==> src/rtl/pool_seq_pkg.sv <==
// Shared types and defaults for the 2x2 max-pool stream sequencer.
package pool_seq_pkg;

   typedef enum logic [2:0] {
      ST_IDLE,
      ST_CLEAR,
      ST_STREAM,
      ST_DRAIN,
      ST_DONE
   } state_t;

   localparam int POOL_LAT_DEF  = 3;
   localparam int OUT_DEPTH_DEF = 4;

endpackage

==> src/rtl/pool_out_fifo.sv <==
// Synchronous output FIFO for pooled results; DEPTH must be a power of two.
module pool_out_fifo #(
   parameter int DATA_W = 16,
   parameter int DEPTH  = 4
) (
   input  logic                     clk,
   input  logic                     rst,
   input  logic                     i_push,
   input  logic [DATA_W-1:0]        i_data,
   input  logic                     i_pop,
   output logic [DATA_W-1:0]        o_head,
   output logic                     o_empty,
   output logic [$clog2(DEPTH):0]   o_count
);

   localparam int AW = $clog2(DEPTH);

   logic [DATA_W-1:0] r_mem [DEPTH];
   logic [AW-1:0]     r_wr_ptr;
   logic [AW-1:0]     r_rd_ptr;
   logic [AW:0]       r_count;

   always_ff @(posedge clk) begin
      if (rst) begin
         r_wr_ptr <= '0;
         r_rd_ptr <= '0;
         r_count  <= '0;
      end else begin
         if (i_push) r_wr_ptr <= r_wr_ptr + AW'(1);
         if (i_pop)  r_rd_ptr <= r_rd_ptr + AW'(1);
         case ({i_push, i_pop})
            2'b10:   r_count <= r_count + (AW+1)'(1);
            2'b01:   r_count <= r_count - (AW+1)'(1);
            default: r_count <= r_count;
         endcase
      end
   end

   always_ff @(posedge clk) begin
      if (i_push) r_mem[r_wr_ptr] <= i_data;
   end

   // Head reads as zero when empty so the output is clean out of reset.
   assign o_empty = (r_count == '0);
   assign o_head  = o_empty ? '0 : r_mem[r_rd_ptr];
   assign o_count = r_count;

endmodule

==> src/rtl/pool_stream_sequencer.sv <==
// Raster-stream control and stride-2 result collection for the 2x2 max-pool block.
// Optional build macro POOL_SEQ_PERF_EN adds the stall_cycles counter port.
module pool_stream_sequencer
   import pool_seq_pkg::*;
#(
   parameter int DATA_W    = 16,
   parameter int ADDR_W    = 10,
   parameter int POOL_LAT  = POOL_LAT_DEF,
   parameter int OUT_DEPTH = OUT_DEPTH_DEF
) (
   input  logic              clk,
   input  logic              rst,
   input  logic              start,
   input  logic [ADDR_W-1:0] row_length,
   input  logic [ADDR_W-1:0] num_rows,
   input  logic              in_valid,
   input  logic [DATA_W-1:0] in_data,
   output logic              in_ready,
   output logic              shifting_line,
   output logic              line_buffer_reset,
   output logic [DATA_W-1:0] input_line,
   output logic              pool_enable,
   input  logic [DATA_W-1:0] pool_data,
   output logic              out_valid,
   output logic [DATA_W-1:0] out_data,
   input  logic              out_ready,
   output logic              busy,
   output logic              done
`ifdef POOL_SEQ_PERF_EN
   ,
   output logic [31:0]       stall_cycles
`endif
);

   localparam int CW = $clog2(OUT_DEPTH);
   localparam int TW = $clog2(POOL_LAT + 2);

   state_t              r_state;
   logic [ADDR_W-1:0]   r_row_len;
   logic [ADDR_W-1:0]   r_num_rows;
   logic [ADDR_W-1:0]   r_row;
   logic [ADDR_W-1:0]   r_col;
   logic                r_shift;
   logic [DATA_W-1:0]   r_input_line;
   logic                r_lbr;
   logic                r_pool_en;
   logic                r_busy;
   logic                r_done;
   logic                r_cap_p0;
   logic [POOL_LAT-1:0] r_tag;

   logic                w_accept;
   logic                w_last_col;
   logic                w_last_row;
   logic                w_tag_exit;
   logic                w_pop;
   logic                w_fifo_empty;
   logic [CW:0]         w_fifo_cnt;
   logic [DATA_W-1:0]   w_fifo_head;
   logic [TW-1:0]       w_tags;

   // Tags still travelling through the pooling block, including the one just issued.
   always_comb begin
      w_tags = TW'(r_cap_p0);
      for (int i = 0; i < POOL_LAT; i++) begin
         w_tags = w_tags + TW'(r_tag[i]);
      end
   end

   // Credit covers every tag in flight, so a tag exit always finds a free slot.
   assign in_ready   = (r_state == ST_STREAM) &&
                       ((int'(w_fifo_cnt) + int'(w_tags)) < OUT_DEPTH);
   assign w_accept   = in_valid && in_ready;
   assign w_last_col = (r_col == (r_row_len - ADDR_W'(1)));
   assign w_last_row = (r_row == (r_num_rows - ADDR_W'(1)));
   assign w_tag_exit = r_tag[POOL_LAT-1];
   assign w_pop      = !w_fifo_empty && out_ready;

   always_ff @(posedge clk) begin
      if (rst) begin
         r_state      <= ST_IDLE;
         r_row_len    <= '0;
         r_num_rows   <= '0;
         r_row        <= '0;
         r_col        <= '0;
         r_shift      <= 1'b0;
         r_input_line <= '0;
         r_lbr        <= 1'b0;
         r_pool_en    <= 1'b0;
         r_busy       <= 1'b0;
         r_done       <= 1'b0;
         r_cap_p0     <= 1'b0;
         r_tag        <= '0;
      end else begin
         r_shift  <= w_accept;
         if (w_accept) r_input_line <= in_data;
         r_cap_p0 <= w_accept && r_row[0] && r_col[0];
         r_tag    <= (r_tag << 1) | POOL_LAT'(r_cap_p0);
         r_lbr    <= 1'b0;
         r_done   <= 1'b0;
         case (r_state)
            ST_IDLE: begin
               if (start) begin
                  r_row_len  <= row_length;
                  r_num_rows <= num_rows;
                  r_row      <= '0;
                  r_col      <= '0;
                  r_lbr      <= 1'b1;
                  r_busy     <= 1'b1;
                  r_state    <= ST_CLEAR;
               end
            end
            ST_CLEAR: begin
               r_pool_en <= 1'b1;
               if ((r_row_len == '0) || (r_num_rows == '0)) r_state <= ST_DRAIN;
               else                                           r_state <= ST_STREAM;
            end
            ST_STREAM: begin
               if (w_accept) begin
                  if (w_last_col) begin
                     r_col <= '0;
                     r_row <= r_row + ADDR_W'(1);
                     if (w_last_row) r_state <= ST_DRAIN;
                  end else begin
                     r_col <= r_col + ADDR_W'(1);
                  end
               end
            end
            ST_DRAIN: begin
               if ((w_tags == '0) && w_fifo_empty) begin
                  r_pool_en <= 1'b0;
                  r_done    <= 1'b1;
                  r_state   <= ST_DONE;
               end
            end
            ST_DONE: begin
               r_busy  <= 1'b0;
               r_state <= ST_IDLE;
            end
            default: begin
               r_pool_en <= 1'b0;
               r_busy    <= 1'b0;
               r_state   <= ST_IDLE;
            end
         endcase
      end
   end

   pool_out_fifo #(
      .DATA_W (DATA_W),
      .DEPTH  (OUT_DEPTH)
   ) u_fifo (
      .clk     (clk),
      .rst     (rst),
      .i_push  (w_tag_exit),
      .i_data  (pool_data),
      .i_pop   (w_pop),
      .o_head  (w_fifo_head),
      .o_empty (w_fifo_empty),
      .o_count (w_fifo_cnt)
   );

   assign shifting_line     = r_shift;
   assign input_line        = r_input_line;
   assign line_buffer_reset = r_lbr;
   assign pool_enable       = r_pool_en;
   assign busy              = r_busy;
   assign done              = r_done;
   assign out_valid         = !w_fifo_empty;
   assign out_data          = w_fifo_head;

`ifdef POOL_SEQ_PERF_EN
   logic [31:0] r_stall;

   always_ff @(posedge clk) begin
      if (rst) begin
         r_stall <= '0;
      end else if ((r_state == ST_IDLE) && start) begin
         r_stall <= '0;
      end else if ((r_state == ST_STREAM) && in_valid && !in_ready &&
                   (r_stall != 32'hFFFF_FFFF)) begin
         r_stall <= r_stall + 32'd1;
      end
   end

   assign stall_cycles = r_stall;
`endif

endmodule

==> config.mk <==
export PLATFORM = sky130hd
export DESIGN_NAME = pool_stream_sequencer
export DESIGN_NICKNAME = d
export VERILOG_FILES = /design/src/rtl/pool_seq_pkg.sv /design/src/rtl/pool_out_fifo.sv /design/src/rtl/pool_stream_sequencer.sv
export SDC_FILE = /design/constraint.sdc
export NUM_CORES = 1
export LEC_CHECK = 0
export CAP_MARGIN = 30
export CORE_ASPECT_RATIO = 0.5
export CORE_UTILIZATION = 54
export CTS_CLUSTER_DIAMETER = 50
export DETAILED_ROUTE_END_ITERATION = 6
export PLACE_DENSITY = 0.87
export SLEW_MARGIN = 20
export SYNTH_ARGS = -nofsm -noshare
export SYNTH_HDL_FRONTEND = slang
export SYNTH_HIERARCHICAL = 1
export SYNTH_SLANG_ARGS = --single-unit
==> constraint.sdc <==
create_clock -name clk -period 4.42 [get_ports clk]
set_clock_uncertainty 0.1 [all_clocks]
set_input_delay 0.663 -clock clk [delete_from_list [all_inputs] [get_ports clk]]
set_output_delay 0.663 -clock clk [all_outputs]
set_load 0.1 [all_outputs]
==> results of run 1 <==
cell usage after synthesis (all sizes together) (5+ instances only):
cell	number	share of area
and3	7	0.0069
xnor2	18	0.025
or3	9	0.0089
nor2b	17	0.029
nor4	6	0.012
nand3	16	0.013
edfxtp	64	0.30
dfxtp	77	0.24
nand2	61	0.037
ha	14	0.028
clkbuf	18	0.011
and2	5	0.0049
mux2i	19	0.030
xor2	21	0.029
inv	20	0.012
buf	9	0.010
a21oi	38	0.030
nor3	12	0.010
o21ai	10	0.0085
nor2	52	0.031
mux4	16	0.060
sequential cells by signal, indices dropped and copies added (netlist names), 2 cells and up, named ones only:
register         count
input_line          16
r_col               10
r_num_rows          10
r_row               10
r_row_len           10
r_state              3
r_tag                3
u_fifo/o_count       3
u_fifo/r_mem        64
u_fifo/r_rd_ptr      2
u_fifo/r_wr_ptr      2
final timing paths:
check	from	end	slack [ns]
setup / recovery	register	out_data[7]	0.65
hold / removal	r_tag[0]	r_tag[1]	0.37
setup reg to reg	r_tag[2]	r_row[8]	0.79
hold reg to reg	r_tag[0]	r_tag[1]	0.37
layer usage:
layer / wire (um) / track usage / vias to the layer above
met5: 0 / 0 / -
li1: - / - / 2162
met1: 5650 / 0.271 / 2082
met4: 258 / 0.108 / 0
met2: 6300 / 0.382 / 117
met3: 497 / 0.0536 / 28
kinds of logic after synthesis:
family,share of synthesized area
fa+ha+maj,0.0340
buf+inv,0.0336
simple gates,0.175
flops,0.547
mux,0.0905
xor+xnor,0.0539
compound gates,0.0664
stage by stage:
| step | cell area [um2] | std cells | hold WS, ns | utilization |
|---|---|---|---|---|
| floorplan | 6330 | 551 | 0.345 | - |
| global placement | 7390 | 785 | 0.353 | 0.659 |
| detailed placement | 7390 | 785 | 0.368 | 0.659 |
| CTS | 7940 | 817 | 0.371 | 0.708 |
| global route | 7940 | 817 | 0.390 | 0.708 |
| finish | 7940 | 817 | 0.373 | 0.708 |
cell type report:
cell class / count / area [um2]
clock inverter: 15 / 125
timing repair buffer: 102 / 986
fill: 791 / 3280
tap: 159 / 199
clock buffer: 17 / 425
sequential: 141 / 3460
inverter: 20 / 75.1
multi-input combinational: 363 / 2660
worst max-delay path, cell delays in order, from the launching register on:
cell	delay, ns
dfxtp_1	0.65
buf_4	0.31
mux4_2	0.53
nor2b_4	0.14
clkdlybuf4s50_1	0.96
where the power goes:
group	switching (mW)	internal, mW	leakage (nW)
logic	0.510	0.286	1.48
clock network	0.593	0.735	0.267
registers	0.0855	1.43	1.20
total	1.19	2.45	2.95
==> impl_metrics.py, run 1 <==
metrics = {
    "outcome": {
        "status": "finished, final reports clean",
    },
    "floorplan": {
        "die_x_um": 155,
        "initial_core_util": 0.565,
        "die_area_mm2": 0.0122,
        "core_mm2": 0.0112,
        "ios": 96,
        "placement_rows": 27,
        "die_h_um": 78.6,
    },
    "place": {
        "dp_hpwl_um": 8390,
        "place_congestion": 0.793,
        "place_ws_ns": 0.862,
        "numPortBuffers": 95,
    },
    "cts": {
        "clock_path_buffers": 2,
        "cts.sinks": 141,
        "cts_root_buffer": "clkbuf_16",
        "clk_pin_slew_ns": 0.06,
        "cts.repair.resized": 0,
        "postCtsSetupBuffers": 0,
        "cts_buffers": 17,
        "clk_latency_ns": 0.42,
        "cts_hold_buf": 0,
        "h-tree-depth": 4,
        "cts_tree": "done",
    },
    "synth": {
        "syn_avg_cell_area_um2": 11.5,
        "ys_warn_count": 6,
        "syn_nets": 624,
        "synthCells": 551,
        "synth_edf_count": 64,
        "syn_area_mm2": 0.00633,
        "synth_ff_type": "dfxtp_1",
        "synth-async-reset-ratio": 0,
        "ys_ff_latch": 141,
        "yosysUniqueCellTypes": 60,
        "ys_seq_area_frac": 0.547,
    },
    "grt": {
        "grt_max_degree": 39,
        "antenna_found_initial": 0,
        "grt_pass1_vias": 4295,
        "grt_pass1_wl_um": 20800,
        "grt_usage": 0.224,
        "gr-total-overflow": 0,
    },
    "hold_path": {
        "hold_depth": 2,
        "holdCritPathClass": "reg2reg",
    },
    "critical_path": {
        "worst_r2r_path_depth": 12,
        "critPathRequiredTime_ns": 3.66,
        "critPathMaxFanout": 9,
        "worstSetupEndpointType": "output pin",
        "critPathArrivalTime_ns": 3.00,
        "startpoint_type": "register",
        "critical_path_class": "reg2out",
    },
    "power_and_ir_drop": {
        "finalPower_mw": 3.64,
        "ir_worst_vdd_v": 0.000291,
        "power_density_mw_per_mm2": 458,
        "power.leakage_nw": 2.95,
    },
    "timing": {
        "hold_violations": 0,
        "finalSetupViolations": 0,
        "period_share": 0.852,
        "fmax_mhz": 266,
        "rsz0062_at_grt": "false",
        "slew_viol_final": 0,
        "worst_pin_slew_ns": 1.01,
        "layout_setup_ws_ns": 0.654,
        "relSlewSlack": 0.324,
        "tns_ns": 0,
        "layout_min_cycle_time_ns": 3.77,
    },
    "detailed_routing": {
        "drtIter0Drc": 201,
        "dr.pass1.iters": 6,
        "num_vias": 4389,
        "drt-vias-per-instance": 5.37,
        "wl_per_cell_um": 15.6,
        "post-route-drc-count": 0,
        "drtAntennaViolNets": 0,
        "postRouteWirelength_um": 12700,
    },
    "cells_and_area": {
        "final_common_cell": "clkdlybuf4s50_1",
        "drive_gt1_frac": 0.111,
        "areaGrowthSynthToFinish_pct": 25.3,
        "num_antenna_cells": 0,
        "fin_nets": 718,
        "layout_common_cells": "clkdlybuf4s50_1 (89), dfxtp_1 (77), edfxtp_1 (64), nand2_1 (60), nor2_1 (52)",
    },
    "flow_run": {
        "drv_cap": 0,
    },
}
Power figures use the tool's default switching activity.
==> run 2, diff against run 1 <==
--- a/config.mk
+++ b/config.mk
@@ -5,6 +5,7 @@
 export SDC_FILE = /design/constraint.sdc
 export NUM_CORES = 1
 export LEC_CHECK = 0
+export ABC_AREA = 0
 export CAP_MARGIN = 30
 export CORE_ASPECT_RATIO = 0.5
 export CORE_UTILIZATION = 54
==> constraint.sdc (replaced) <==
create_clock -name clk -period 4.42 [get_ports clk]
set_clock_uncertainty 0.1 [all_clocks]
set_input_delay 0.663 -clock clk [delete_from_list [all_inputs] [get_ports clk]]
set_output_delay 0.663 -clock clk [all_outputs]
set_load 0.01 [all_outputs]
==> run 2 against run 1 <==
Against the previous run: global-route usage hardly changed; combinational power is 20% lower; critical endpoint is now in_ready; clock-buffer cell count is 1 higher; critical path depth is 5 higher; maximum frequency is 3.3% lower; setup slack worse by 0.13 ns; non-clock buffer count is 1 lower; utilization is 0.21 points higher; total power is 3.4% lower; via count is 0.82% higher; cell count is 0.12% lower; wire length is 0.19% lower.
==> impl_metrics.py, run 2 (synthesis results as in run 1) <==
metrics = {
    "timing": {
        "period_share": 0.881,
        "slew_viol_final": 0,
        "tns_ns": 0,
        "worst_pin_slew_ns": 0.932,
        "relSlewSlack": 0.377,
        "finalSetupViolations": 0,
        "hold_violations": 0,
        "layout_min_cycle_time_ns": 3.89,
        "rsz0062_at_grt": "false",
        "fmax_mhz": 257,
    },
    "cells_and_area": {
        "num_antenna_cells": 0,
        "final_common_cell": "clkdlybuf4s50_1",
        "largest_reg_flops": 64,
        "top_register": "u_fifo/r_mem",
        "areaGrowthSynthToFinish_pct": 25.7,
        "fin_nets": 717,
        "drive_gt1_frac": 0.102,
        "layout_common_cells": "clkdlybuf4s50_1 (94), dfxtp_1 (77), edfxtp_1 (64), nand2_1 (60), nor2_1 (52)",
        "final_util": 0.710,
    },
    "floorplan": {
        "die_h_um": 78.6,
        "ios": 96,
        "die_area_mm2": 0.0122,
        "core_mm2": 0.0112,
        "initial_core_util": 0.565,
        "placement_rows": 27,
        "die_x_um": 155,
    },
    "detailed_routing": {
        "num_vias": 4425,
        "drtAntennaViolNets": 0,
        "drt-vias-per-instance": 5.42,
        "postRouteWirelength_um": 12700,
        "dr.pass1.iters": 5,
        "drtIter0Drc": 302,
        "wl_per_cell_um": 15.5,
        "post-route-drc-count": 0,
    },
    "power_and_ir_drop": {
        "ir_worst_vdd_v": 0.000284,
        "power_density_mw_per_mm2": 441,
        "power.leakage_nw": 2.95,
    },
    "critical_path": {
        "crit_family": "adder cells",
        "timing.rr.start": "r_tag[2]",
        "crit_start": "r_tag[2]",
        "crit_chain": "inv_1 > fa_1 > inv_1 > ha_1 > ha_1 > ha_1 > nor3_1 > and3_1 > clkdlybuf4s50_1",
        "worstSetupEndpointType": "output pin",
        "cpMaxStageDelayCell": "clkdlybuf4s50_1",
        "critPathArrivalTime_ns": 3.13,
        "critPathRequiredTime_ns": 3.66,
        "critical_path_class": "reg2out",
        "cpMostUsedCell": "ha_1",
        "crit_buf_inv": 3,
        "critPathMaxFanout": 8,
        "startpoint_type": "register",
        "rrSetupSlack_ns": 0.82,
        "critical-path-max-stage-delay_ns": 0.56,
    },
    "outcome": {
        "status": "finished, final reports clean",
    },
    "grt": {
        "grt_max_degree": 41,
        "gr-total-overflow": 0,
        "antenna_found_initial": 0,
        "grt_pass1_wl_um": 20700,
        "grt_usage": 0.224,
        "grt_pass1_vias": 4198,
    },
    "cts": {
        "cts_tree": "done",
        "cts.repair.resized": 0,
        "cts.sinks": 141,
        "cts_root_buffer": "clkbuf_16",
        "clk_latency_ns": 0.41,
        "cts_buffers": 17,
        "clock_path_buffers": 2,
        "postCtsSetupBuffers": 0,
        "clk_pin_slew_ns": 0.06,
        "cts_hold_buf": 0,
        "h-tree-depth": 4,
    },
    "hold_path": {
        "hold_path.startpoint": "r_cap_p0",
        "holdCritPathClass": "reg2reg",
    },
    "flow_run": {
        "drv_cap": 0,
    },
    "place": {
        "numPortBuffers": 95,
        "place_congestion": 0.771,
        "dp_hpwl_um": 8490,
    },
}
run 2: where the power goes:
| group | leakage [nW] | switching, mW | total (mW) | internal (mW) |
|---|---|---|---|---|
| registers | 1.20 | 0.0878 | 1.51 | 1.43 |
| clock network | 0.284 | 0.613 | 1.37 | 0.754 |
| logic | 1.46 | 0.345 | 0.633 | 0.288 |
run 2: cell type report:
cell class              instances  area [um2]
flip-flops and latches        141        3460
fillers                       769        3260
multi-input cells             363        2660
repair buffers                101         991
clock buffers                  18         429
well taps                     159         199
clock inverters                14         140
inverters                      20        75.1
run 2: final timing paths:
kind / end / cells past startpoint
max: in_ready / 9
min: r_tag[0] / 2
max reg2reg: r_row[8] / 12
min reg2reg: r_tag[0] / 2
run 2: layer usage:
| layer | vias to the layer above | part of all wire | track usage |
|---|---|---|---|
| li1 | 2153 | - | - |
| met2 | 125 | 0.49 | 0.384 |
| met4 | 0 | 0.0058 | 0.0644 |
| met3 | 9 | 0.041 | 0.0558 |
| met5 | - | 0 | 0 |
| met1 | 2138 | 0.46 | 0.282 |
run 2: worst register-to-register path, delay by kind of cell (launching register included):
| family | cells | cell delay [ns] |
|---|---|---|
| and+or+nand+nor | 4 | 1.26 |
| AOI/OAI and AO/OA | 2 | 0.46 |
| buffers and inverters | 2 | 0.13 |
| adders and majority gates | 4 | 1.12 |
| DFF | 1 | 0.46 |
run 2: per-stage QoR:
stage / power, mW / cells / hold slack, ns / worst slack (ns) / cell area, um2
after floorplan: 1.96 / 551 / 0.345 / 1.10 / 6330
after global placement: 2.14 / 784 / 0.359 / 0.962 / 7390
after detailed placement: 2.16 / 784 / 0.374 / 0.852 / 7390
after CTS: 3.52 / 816 / 0.382 / 0.497 / 7960
after global routing: 3.66 / 816 / 0.400 / 0.317 / 7960
final: 3.51 / 816 / 0.380 / 0.526 / 7960
==> run 3, diff against run 2 <==
--- a/config.mk
+++ b/config.mk
@@ -6,6 +6,7 @@
 export NUM_CORES = 1
 export LEC_CHECK = 0
 export ABC_AREA = 0
+export ABC_CLOCK_PERIOD_IN_PS = 4420
 export CAP_MARGIN = 30
 export CORE_ASPECT_RATIO = 0.5
 export CORE_UTILIZATION = 54
==> results of run 3 <==
No change in the layout: final DEF, timing and power equal those of run 2.
